File: config.mk
export PLATFORM = sky130hd
export DESIGN_NAME = burst_read_arbiter
export DESIGN_NICKNAME = d
export VERILOG_FILES = /design/src/rtl/burst_read_arbiter_pkg.sv /design/src/rtl/burst_read_arbiter_id_fifo.sv /design/src/rtl/burst_read_arbiter.sv
export SDC_FILE = /design/constraint.sdc
export NUM_CORES = 1
export LEC_CHECK = 0
export BUFFER_PORTS_ARGS = -buffer_cell sky130_fd_sc_hd__buf_4
export CAP_MARGIN = 20
export CORE_AREA = 8 8 107 109
export CTS_CLUSTER_SIZE = 8
export DETAILED_ROUTE_END_ITERATION = 8
export DIE_AREA = 0 0 115 117
export PLACE_DENSITY = 0.76
export SLEW_MARGIN = 20
export SYNTH_ARGS = -nofsm -noshare
export SYNTH_HDL_FRONTEND = slang
export SYNTH_SLANG_ARGS = --single-unit
File: constraint.sdc
create_clock -name clk -period 8.85 [get_ports clk]
set_clock_uncertainty 0.15 [all_clocks]
set_input_delay 1.77 -clock clk [delete_from_list [all_inputs] [get_ports clk]]
set_output_delay 1.77 -clock clk [all_outputs]
set_load 0.02 [all_outputs]
File: src/rtl/burst_read_arbiter_pkg.sv
// Shared definitions for the burst read arbiter: burst length field width,
// elaboration-time log2 helper and the arbiter lock state encoding.
package burst_pkg;

   localparam int BURST_LEN_W = 8;

   // Ceiling log2 for elaboration-time widths; clog2(1) = 0.
   function automatic int clog2(input int value);
      int r;
      r = 0;
      for (int i = 0; i < 31; i++) begin
         if ((1 << i) < value) r = i + 1;
      end
      return r;
   endfunction

   // Width of an ID able to name n things, never narrower than one bit.
   function automatic int id_w(input int n);
      return (clog2(n) < 1) ? 1 : clog2(n);
   endfunction

   // Arbiter is either free to search or pinned to a stalled requester.
   typedef enum logic {
      ARB_OPEN   = 1'b0,
      ARB_LOCKED = 1'b1
   } arb_state_e;

endpackage

File: src/rtl/burst_read_arbiter_id_fifo.sv
// In-order FIFO of requester IDs, one entry per burst in flight. The head
// names the requester that owns the beats currently returning.
module burst_id_fifo
   import burst_pkg::*;
#(
   parameter int WIDTH = 2,
   parameter int DEPTH = 4,
   localparam int PTR_W = id_w(DEPTH),
   localparam int CNT_W = clog2(DEPTH) + 1
) (
   input  logic             clk,
   input  logic             rst_n,
   input  logic             push,
   input  logic             pop,
   input  logic [WIDTH-1:0] din,
   output logic [WIDTH-1:0] dout,
   output logic             full,
   output logic             empty,
   output logic [CNT_W-1:0] count
);

   logic [WIDTH-1:0] mem_q [DEPTH];
   logic [PTR_W-1:0] wr_ptr_q, wr_ptr_d;
   logic [PTR_W-1:0] rd_ptr_q, rd_ptr_d;
   logic [CNT_W-1:0] count_q, count_d;
   logic             do_push, do_pop;

   function automatic logic [PTR_W-1:0] ptr_inc(input logic [PTR_W-1:0] p);
      return (p == PTR_W'(DEPTH - 1)) ? '0 : p + PTR_W'(1);
   endfunction

   // Status flags, guarded push/pop and next pointer/count values.
   always_comb begin
      full     = (count_q == CNT_W'(DEPTH));
      empty    = (count_q == '0);
      do_push  = push & ~full;
      do_pop   = pop & ~empty;
      wr_ptr_d = do_push ? ptr_inc(wr_ptr_q) : wr_ptr_q;
      rd_ptr_d = do_pop ? ptr_inc(rd_ptr_q) : rd_ptr_q;
      count_d  = count_q;
      if (do_push && !do_pop) begin
         count_d = count_q + CNT_W'(1);
      end else if (do_pop && !do_push) begin
         count_d = count_q - CNT_W'(1);
      end
   end

   // Pointers and occupancy clear immediately on reset.
   always_ff @(posedge clk or negedge rst_n) begin
      if (!rst_n) begin
         wr_ptr_q <= '0;
         rd_ptr_q <= '0;
         count_q  <= '0;
      end else begin
         wr_ptr_q <= wr_ptr_d;
         rd_ptr_q <= rd_ptr_d;
         count_q  <= count_d;
      end
   end

   // Storage needs no reset: entries are only read while counted valid.
   always_ff @(posedge clk) begin
      if (do_push) mem_q[wr_ptr_q] <= din;
   end

   assign dout  = mem_q[rd_ptr_q];
   assign count = count_q;

endmodule

File: src/rtl/burst_read_arbiter.sv
// Round-robin arbiter sharing one burst read pipeline between NUM_REQ
// requesters. Commands pass through combinationally; return beats are steered
// back to their requester using an in-order FIFO of granted IDs.
module burst_read_arbiter
   import burst_pkg::*;
#(
   parameter int NUM_REQ     = 4,
   parameter int ADDR_WIDTH  = 32,
   parameter int DATA_WIDTH  = 32,
   parameter int OUTSTANDING = 4,
   localparam int ID_W  = id_w(NUM_REQ),
   localparam int CNT_W = clog2(OUTSTANDING) + 1
) (
   input  logic                           clk,
   input  logic                           rst_n,
   input  logic [NUM_REQ*ADDR_WIDTH-1:0]  r_addr,
   input  logic [NUM_REQ*BURST_LEN_W-1:0] r_length,
   input  logic [NUM_REQ-1:0]             r_valid,
   output logic [NUM_REQ-1:0]             r_ready,
   output logic [ADDR_WIDTH-1:0]          p_addr,
   output logic [BURST_LEN_W-1:0]         p_length,
   output logic                           p_valid,
   input  logic                           p_ready,
   input  logic [DATA_WIDTH-1:0]          p_data,
   input  logic                           p_rvalid,
   input  logic                           p_rlast,
   output logic                           p_rready,
   output logic [DATA_WIDTH-1:0]          q_data,
   output logic [NUM_REQ-1:0]             q_valid,
   output logic                           q_last,
   input  logic [NUM_REQ-1:0]             q_ready,
   output logic [CNT_W-1:0]               outstanding
);

   arb_state_e      state_q, state_d;
   logic [ID_W-1:0] rr_ptr_q, rr_ptr_d;
   logic [ID_W-1:0] lock_id_q, lock_id_d;
   logic [ID_W-1:0] pick, grant, head;
   logic            fifo_full, fifo_empty;
   logic            accept, pop, head_ready;

   // First requesting index at or after start, wrapping at NUM_REQ.
   function automatic logic [ID_W-1:0] rr_search(input logic [NUM_REQ-1:0] req,
                                                 input logic [ID_W-1:0]    start);
      logic [2*NUM_REQ-1:0] rot;
      logic [ID_W-1:0]      win;
      int                   pos;
      rot = {req, req} >> start;
      win = start;
      for (int k = NUM_REQ - 1; k >= 0; k--) begin
         if (rot[k]) begin
            pos = int'(start) + k;
            if (pos >= NUM_REQ) pos = pos - NUM_REQ;
            win = ID_W'(pos);
         end
      end
      return win;
   endfunction

   // Command side: pick the winner, mux its command, acknowledge on accept.
   always_comb begin
      pick     = rr_search(r_valid, rr_ptr_q);
      grant    = (state_q == ARB_LOCKED) ? lock_id_q : pick;
      // rst_n gates p_valid so a held request cannot leak out during reset.
      p_valid  = rst_n & ~fifo_full & ((state_q == ARB_LOCKED) | (|r_valid));
      accept   = p_valid & p_ready;
      p_addr   = '0;
      p_length = '0;
      r_ready  = '0;
      for (int i = 0; i < NUM_REQ; i++) begin
         if (grant == ID_W'(i)) begin
            p_addr     = r_addr[i*ADDR_WIDTH +: ADDR_WIDTH];
            p_length   = r_length[i*BURST_LEN_W +: BURST_LEN_W];
            r_ready[i] = accept;
         end
      end
   end

   // Return side: route beats to the FIFO head and honour its backpressure.
   always_comb begin
      q_valid    = '0;
      head_ready = 1'b0;
      for (int i = 0; i < NUM_REQ; i++) begin
         if (head == ID_W'(i)) begin
            q_valid[i] = p_rvalid & ~fifo_empty;
            head_ready = q_ready[i];
         end
      end
      p_rready = ~fifo_empty & head_ready;
      pop      = p_rvalid & p_rready & p_rlast;
      q_data   = p_data;
      q_last   = p_rlast;
   end

   // Next arbiter state: accept advances the pointer and unlocks, a stall locks.
   always_comb begin
      state_d   = state_q;
      rr_ptr_d  = rr_ptr_q;
      lock_id_d = lock_id_q;
      if (accept) begin
         state_d  = ARB_OPEN;
         rr_ptr_d = (grant == ID_W'(NUM_REQ - 1)) ? '0 : grant + ID_W'(1);
      end else if (p_valid) begin
         state_d   = ARB_LOCKED;
         lock_id_d = grant;
      end
   end

   // Arbiter state register.
   always_ff @(posedge clk or negedge rst_n) begin
      if (!rst_n) begin
         state_q   <= ARB_OPEN;
         rr_ptr_q  <= '0;
         lock_id_q <= '0;
      end else begin
         state_q   <= state_d;
         rr_ptr_q  <= rr_ptr_d;
         lock_id_q <= lock_id_d;
      end
   end

   burst_id_fifo #(
      .WIDTH (ID_W),
      .DEPTH (OUTSTANDING)
   ) u_id_fifo (
      .clk   (clk),
      .rst_n (rst_n),
      .push  (accept),
      .pop   (pop),
      .din   (grant),
      .dout  (head),
      .full  (fifo_full),
      .empty (fifo_empty),
      .count (outstanding)
   );

   // A beat with nothing outstanding has no owner and is never accepted.
   assert property (@(posedge clk) disable iff (!rst_n) !(p_rvalid && fifo_empty));

endmodule

### Word-level counts from Yosys, hierarchy flattened

Memory sizes are Yosys's and may differ from the RTL's.
Cells that the tools add are included.

* output and inout port bits: 86
* logic and storage cells: 95
* memories kept: 1
* bits in writable memories: 8
* register bits after elaboration: 12
* input bits: 205

* shift-type cells: 1
* bitwise gates (word level): 13
* multiplexer cells: 38
* reduce and logical (&&, ||, !) cells: 11
* add/sub/neg operators: 12
* equal/unequal tests: 9
* order comparisons: 4

Memories
* u_id_fifo.mem_q: depth 4, width 2, rd ports 1, clocked after Yosys merged registers in 0, wr ports 1, line burst_read_arbiter_id_fifo.sv:22 `logic [WIDTH-1:0] mem_q [DEPTH];`

Operator list (count)
* $mux 32: 4
* $mux 8: 4
* $mux 2: 12
* $mux 1: 16
* $eq 2x2->1 const B: 6
* $and 1x1->1: 9
* $ge 3x3->1 const B: 3
* $shr 8x2->4: 1
* $sub 2x1->2 const B: 4
* $add 2x1->2 const B: 3
* $add 2x2->3 const B: 2
* $mux 3: 2
* $eq 2x1->1 const B: 2
* $logic_not 2->1: 2
* $reduce_bool 2->1: 2
* $reduce_or 4->1: 1
* $add 2x1->3 const B: 1
* $add 3x1->3 const B: 1
* $eq 3x3->1 const B: 1
* $ge 2x3->1 const B: 1
* $logic_not 3->1: 1
* $not 1->1: 3
* $sub 3x1->3 const B: 1
* $logic_and 1x1->1: 2
* other kinds (3): 4

### Depth between registers and ports, before layout

* depth in word-level cells: 13
* depth in mapped cells: 13
* gate-level depth less buffers: 11

### Cells and area by module

A second synthesis with hierarchy kept.

* cell total of the unflattened synthesis: 332
* area total of the unflattened synthesis: 2715.1 µm²

Modules (own cells, without submodules)
* burst_read_arbiter: seq. area each 125.1 µm², cells an instance 285, area an instance 1959.4 µm², instances 1
* burst_id_fifo: seq. area each 415.4 µm², cells an instance 47, area an instance 755.7 µm², instances 1

### Worst setup path before layout

OpenSTA, ideal clock, no wires.

* path kind: in2out
* start point: input port r_valid[2]
* end point: output port p_addr[24]
* arrival: 4.129 ns
* stages on the path: 12
* path buffers: 3
* required time: 6.930 ns
* slack: 2.801 ns
* cell sequence: nor2b_1 -> o21ai_0 -> o221ai_1 -> o21ai_1 -> ha_1 -> clkbuf_1 -> clkbuf_1 -> clkbuf_1 -> nand2_1 -> a21oi_1 -> a21oi_1 -> o21ai_0

* longest elaborated chain between the ends: 11
* elaborated cells between the ends (all ways): 14
* classes of those cells: eq/ne: 3; shift: 1; mux: 9; reduce/logical: 1

RTL lines
* start, declared: line burst_read_arbiter.sv:18 `input logic [NUM_REQ-1:0] r_valid,`
* $shr 8x2->4 (*): line burst_read_arbiter.sv:48 `rot = {req, req} >> start;`
* $mux 2 (3 in a row): line burst_read_arbiter.sv:51 `if (rot[k]) begin`
* $mux 2 (*): line burst_read_arbiter.sv:51
* $mux 2 (*): line burst_read_arbiter.sv:63 `grant = (state_q == ARB_LOCKED) ? lock_id_q : pick;`
* via grant[0]: line burst_read_arbiter.sv:38 `logic [ID_W-1:0] pick, grant, head;`
* $logic_not 2->1: line burst_read_arbiter.sv:71 `if (grant == ID_W'(i)) begin`
* $mux 32 (3 in a row): line burst_read_arbiter.sv:71
* $mux 32 (*): line burst_read_arbiter.sv:71
* end, declared: line burst_read_arbiter.sv:20 `output logic [ADDR_WIDTH-1:0] p_addr,`

The timed path passes the listed nets; every way through them passes the cells marked *.

### Worst setup path in the final report

* start point: input port r_valid[0]
* end point: output port p_addr[0]

The elaborated chain is that of the path after synthesis.

==> impl_metrics.toml <==
[global_routing]
groute.usage.overall_pct = 15.8
grt_pass1_vias = 3553
grt_pass1_wl_um = 17300
grt_max_degree = 81
grt-ovfl-total = 0
antenna_found_initial = 2

[synth]
synth_warnings = 0
syn_avg_cell_area_um2 = 6.73
async_flop_share_pct = 60.0
synthFlopType = "dfrtp_1"
ys_top_cells_by_area = "a21oi_1 (14%), nand2_1 (12%), dfrtp_1 (11%)"
yosysTopAreaCell = "a21oi_1"
synth_nets = 623
yosysMostFrequentCell = "nand2_1"
synth_seq_area_share_pct = 19.7
syn_area_mm2 = 0.00274
synthTopCellsByCount = "nand2_1 (85), a21oi_1 (79), o21ai_0 (39)"
synthCells = 407
synth_edf_count = 8
yosysUniqueCellTypes = 37
ys_seq_elements = 20
synth_top_cell_area_share_pct = 14.4

[run]
drv_cap = 0

[pwr]
p_total_w = 0.00151
p_leak_nw = 2.01
power.density_mw_per_mm2 = 350
ir_drop_mv = 0.217

[timing]
fmax_ghz = 0.152
slew_violations = 0
hold_viol_final = 0
fin_ws_ns = 2.27
setup_tns_ns = 0
period_share_pct = 74.4
rsz0062_at_grt = "false"
worst_slew_pin_slew_ns = 0.793
final-setup-viol-count = 0
slew_headroom_pct = 47.1
min_period_ns = 6.58

[floorplan]
placeableCoreArea_mm2 = 0.00991
die-height_um = 117
dieWidth_um = 115
die_area_mm2 = 0.0135
design.portCount = 291
rows = 37
start_util_pct = 27.6

[worst_hold_path]
hold_path_class = "flop to flop"
hold-path-cell-count = 1

[routing]
vias_per_cell = 4.78
wire_per_inst_um = 16.3
drt_wl_total_um = 11600
drt_pre_antenna_iters = 4
drc = 0
drt_iter0_markers = 187
ant_nets = 0
vias = 3405

[status]
outcome = "finished clean"

[critical_path]
critPathMostFrequentCell = "buf_4"
crit_path_start_kind = "input pin"
slowest_stage = "o21ai_1"
crit_required_ns = 6.93
cp_cell_sequence = "buf_4, nor2b_1, a2bb2oi_1, o221ai_1, o21ai_1, inv_1, ha_2, buf_4, a21oi_1, a21oi_1, o21ai_0, buf_4"
end_kind = "primary output"
slowest_delay_ns = 0.60
crit_type = "input pin to primary output"
cp.arrival_ns = 4.66
r2r_cells = 8
critPathMaxFanout = 44

[layout]
area_delta_synth_final_pct = 58.0
drive_above_1_share_pct = 41.7
finalNetCount = 792

[clock_tree]
insertion_delay_ns = 0.26
cts.repair.resized = 0
root_buffer = "clkbuf_8"
path_clk_slew_ns = 0.07
cts_tree = "built"
clock-sinks = 20
cts_max_level = 1
post_cts_buffers = 0
cts_inserted_buffers = 3
hold_buffers = 0
clock_path_buffers = 2

[placement]
routabilityCongestion = 0.851
dp_hpwl_um = 9580
io_buffers = 226
pre_cts_ws_ns = 2.16
## metrics by stage
step	instance area, µm²	hold WS (ns)	std cells	util, %
finish	4330	0.341	713	43.7
global route	4330	0.390	713	43.7
CTS	4310	0.343	711	43.5
detailed placement	4270	0.326	707	43.1
global placement	4270	0.321	707	43.1
floorplan	2740	0.308	407	-
## metal layers
layer	global-route usage, %	vias up	share of wire, %
met2	29.6	141	52
met3	5.34	24	8.5
met1	16.3	1527	36
met4	5.17	0	2.7
li1	-	1713	-
met5	0	-	0
## layout make-up
type / count / area [µm²]
well taps: 136 / 170
clock buffers: 3 / 41.3
flip-flops and latches: 20 / 541
repair buffers: 229 / 1720
clock inverters: 1 / 3.75
diodes: 2 / 5.00
multi-input cells: 313 / 1810
inverters: 9 / 33.8
fillers: 1026 / 5580
## critical path: cells and delay by family
family	cells	cell delay [ns]
AND/OR/NAND/NOR	1	0.13
buffers and inverters	4	0.86
AO/OA/AOI/OAI	6	1.38
adder cells (fa/ha/maj)	1	0.48
## report_power, final
part           switching, W  total [W]  internal [W]  leakage [nW]
Clock             0.0000301  0.0000610     0.0000309        0.0231
Combinational      0.000757    0.00128      0.000527          1.77
Sequential        0.0000334   0.000169      0.000135         0.216
## cell usage in the layout (no fill, tap or decap), drive strengths merged, types with 3 or more instances in the layout
cell type / n
nor2b: 5
nand2: 85
and3: 8
edfxtp: 8
mux2i: 4
dfrtp: 12
nand3b: 38
nor2: 12
buf: 229
a21oi: 79
clkbuf: 3
mux2: 6
inv: 9
o21ai: 45
ha: 10
## sequential cells by signal, indices dropped and copies added, names as in the netlist
signal              flops
lock_id_q               2
u_id_fifo.wr_ptr_q      2
u_id_fifo.count         3
u_id_fifo.mem_q         8
state_q                 1
rr_ptr_q                2
u_id_fifo.rd_ptr_q      2
## cells by family after synthesis
kind of cell               count (synthesis)  share of synthesized area [%]
and+or+nand+nor                          155                           28.5
AOI/OAI and AO/OA                        132                           25.2
buffers and inverters                     74                           14.7
DFF                                       20                           19.7
muxes                                     12                           5.71
adders and majority gates                 11                           5.30
xor gates and xnor gates                   3                          0.960
## path summary, 6_finish.rpt
path / start / endpoint / slack, ns
worst max-delay path: r_valid[0] / p_addr[0] / 2.27
worst min-delay path: lock_id_q[1] / lock_id_q[1] / 0.34
worst max register to register: u_id_fifo.rd_ptr_q[0] / u_id_fifo.count[1] / 6.04
worst min register to register: lock_id_q[1] / lock_id_q[1] / 0.34
max in group asynchronous: rst_n / u_id_fifo.wr_ptr_q[0] / 7.18
min in group asynchronous: rst_n / u_id_fifo.count[0] / 1.19
No activity file was read; power rests on OpenSTA's default activity.
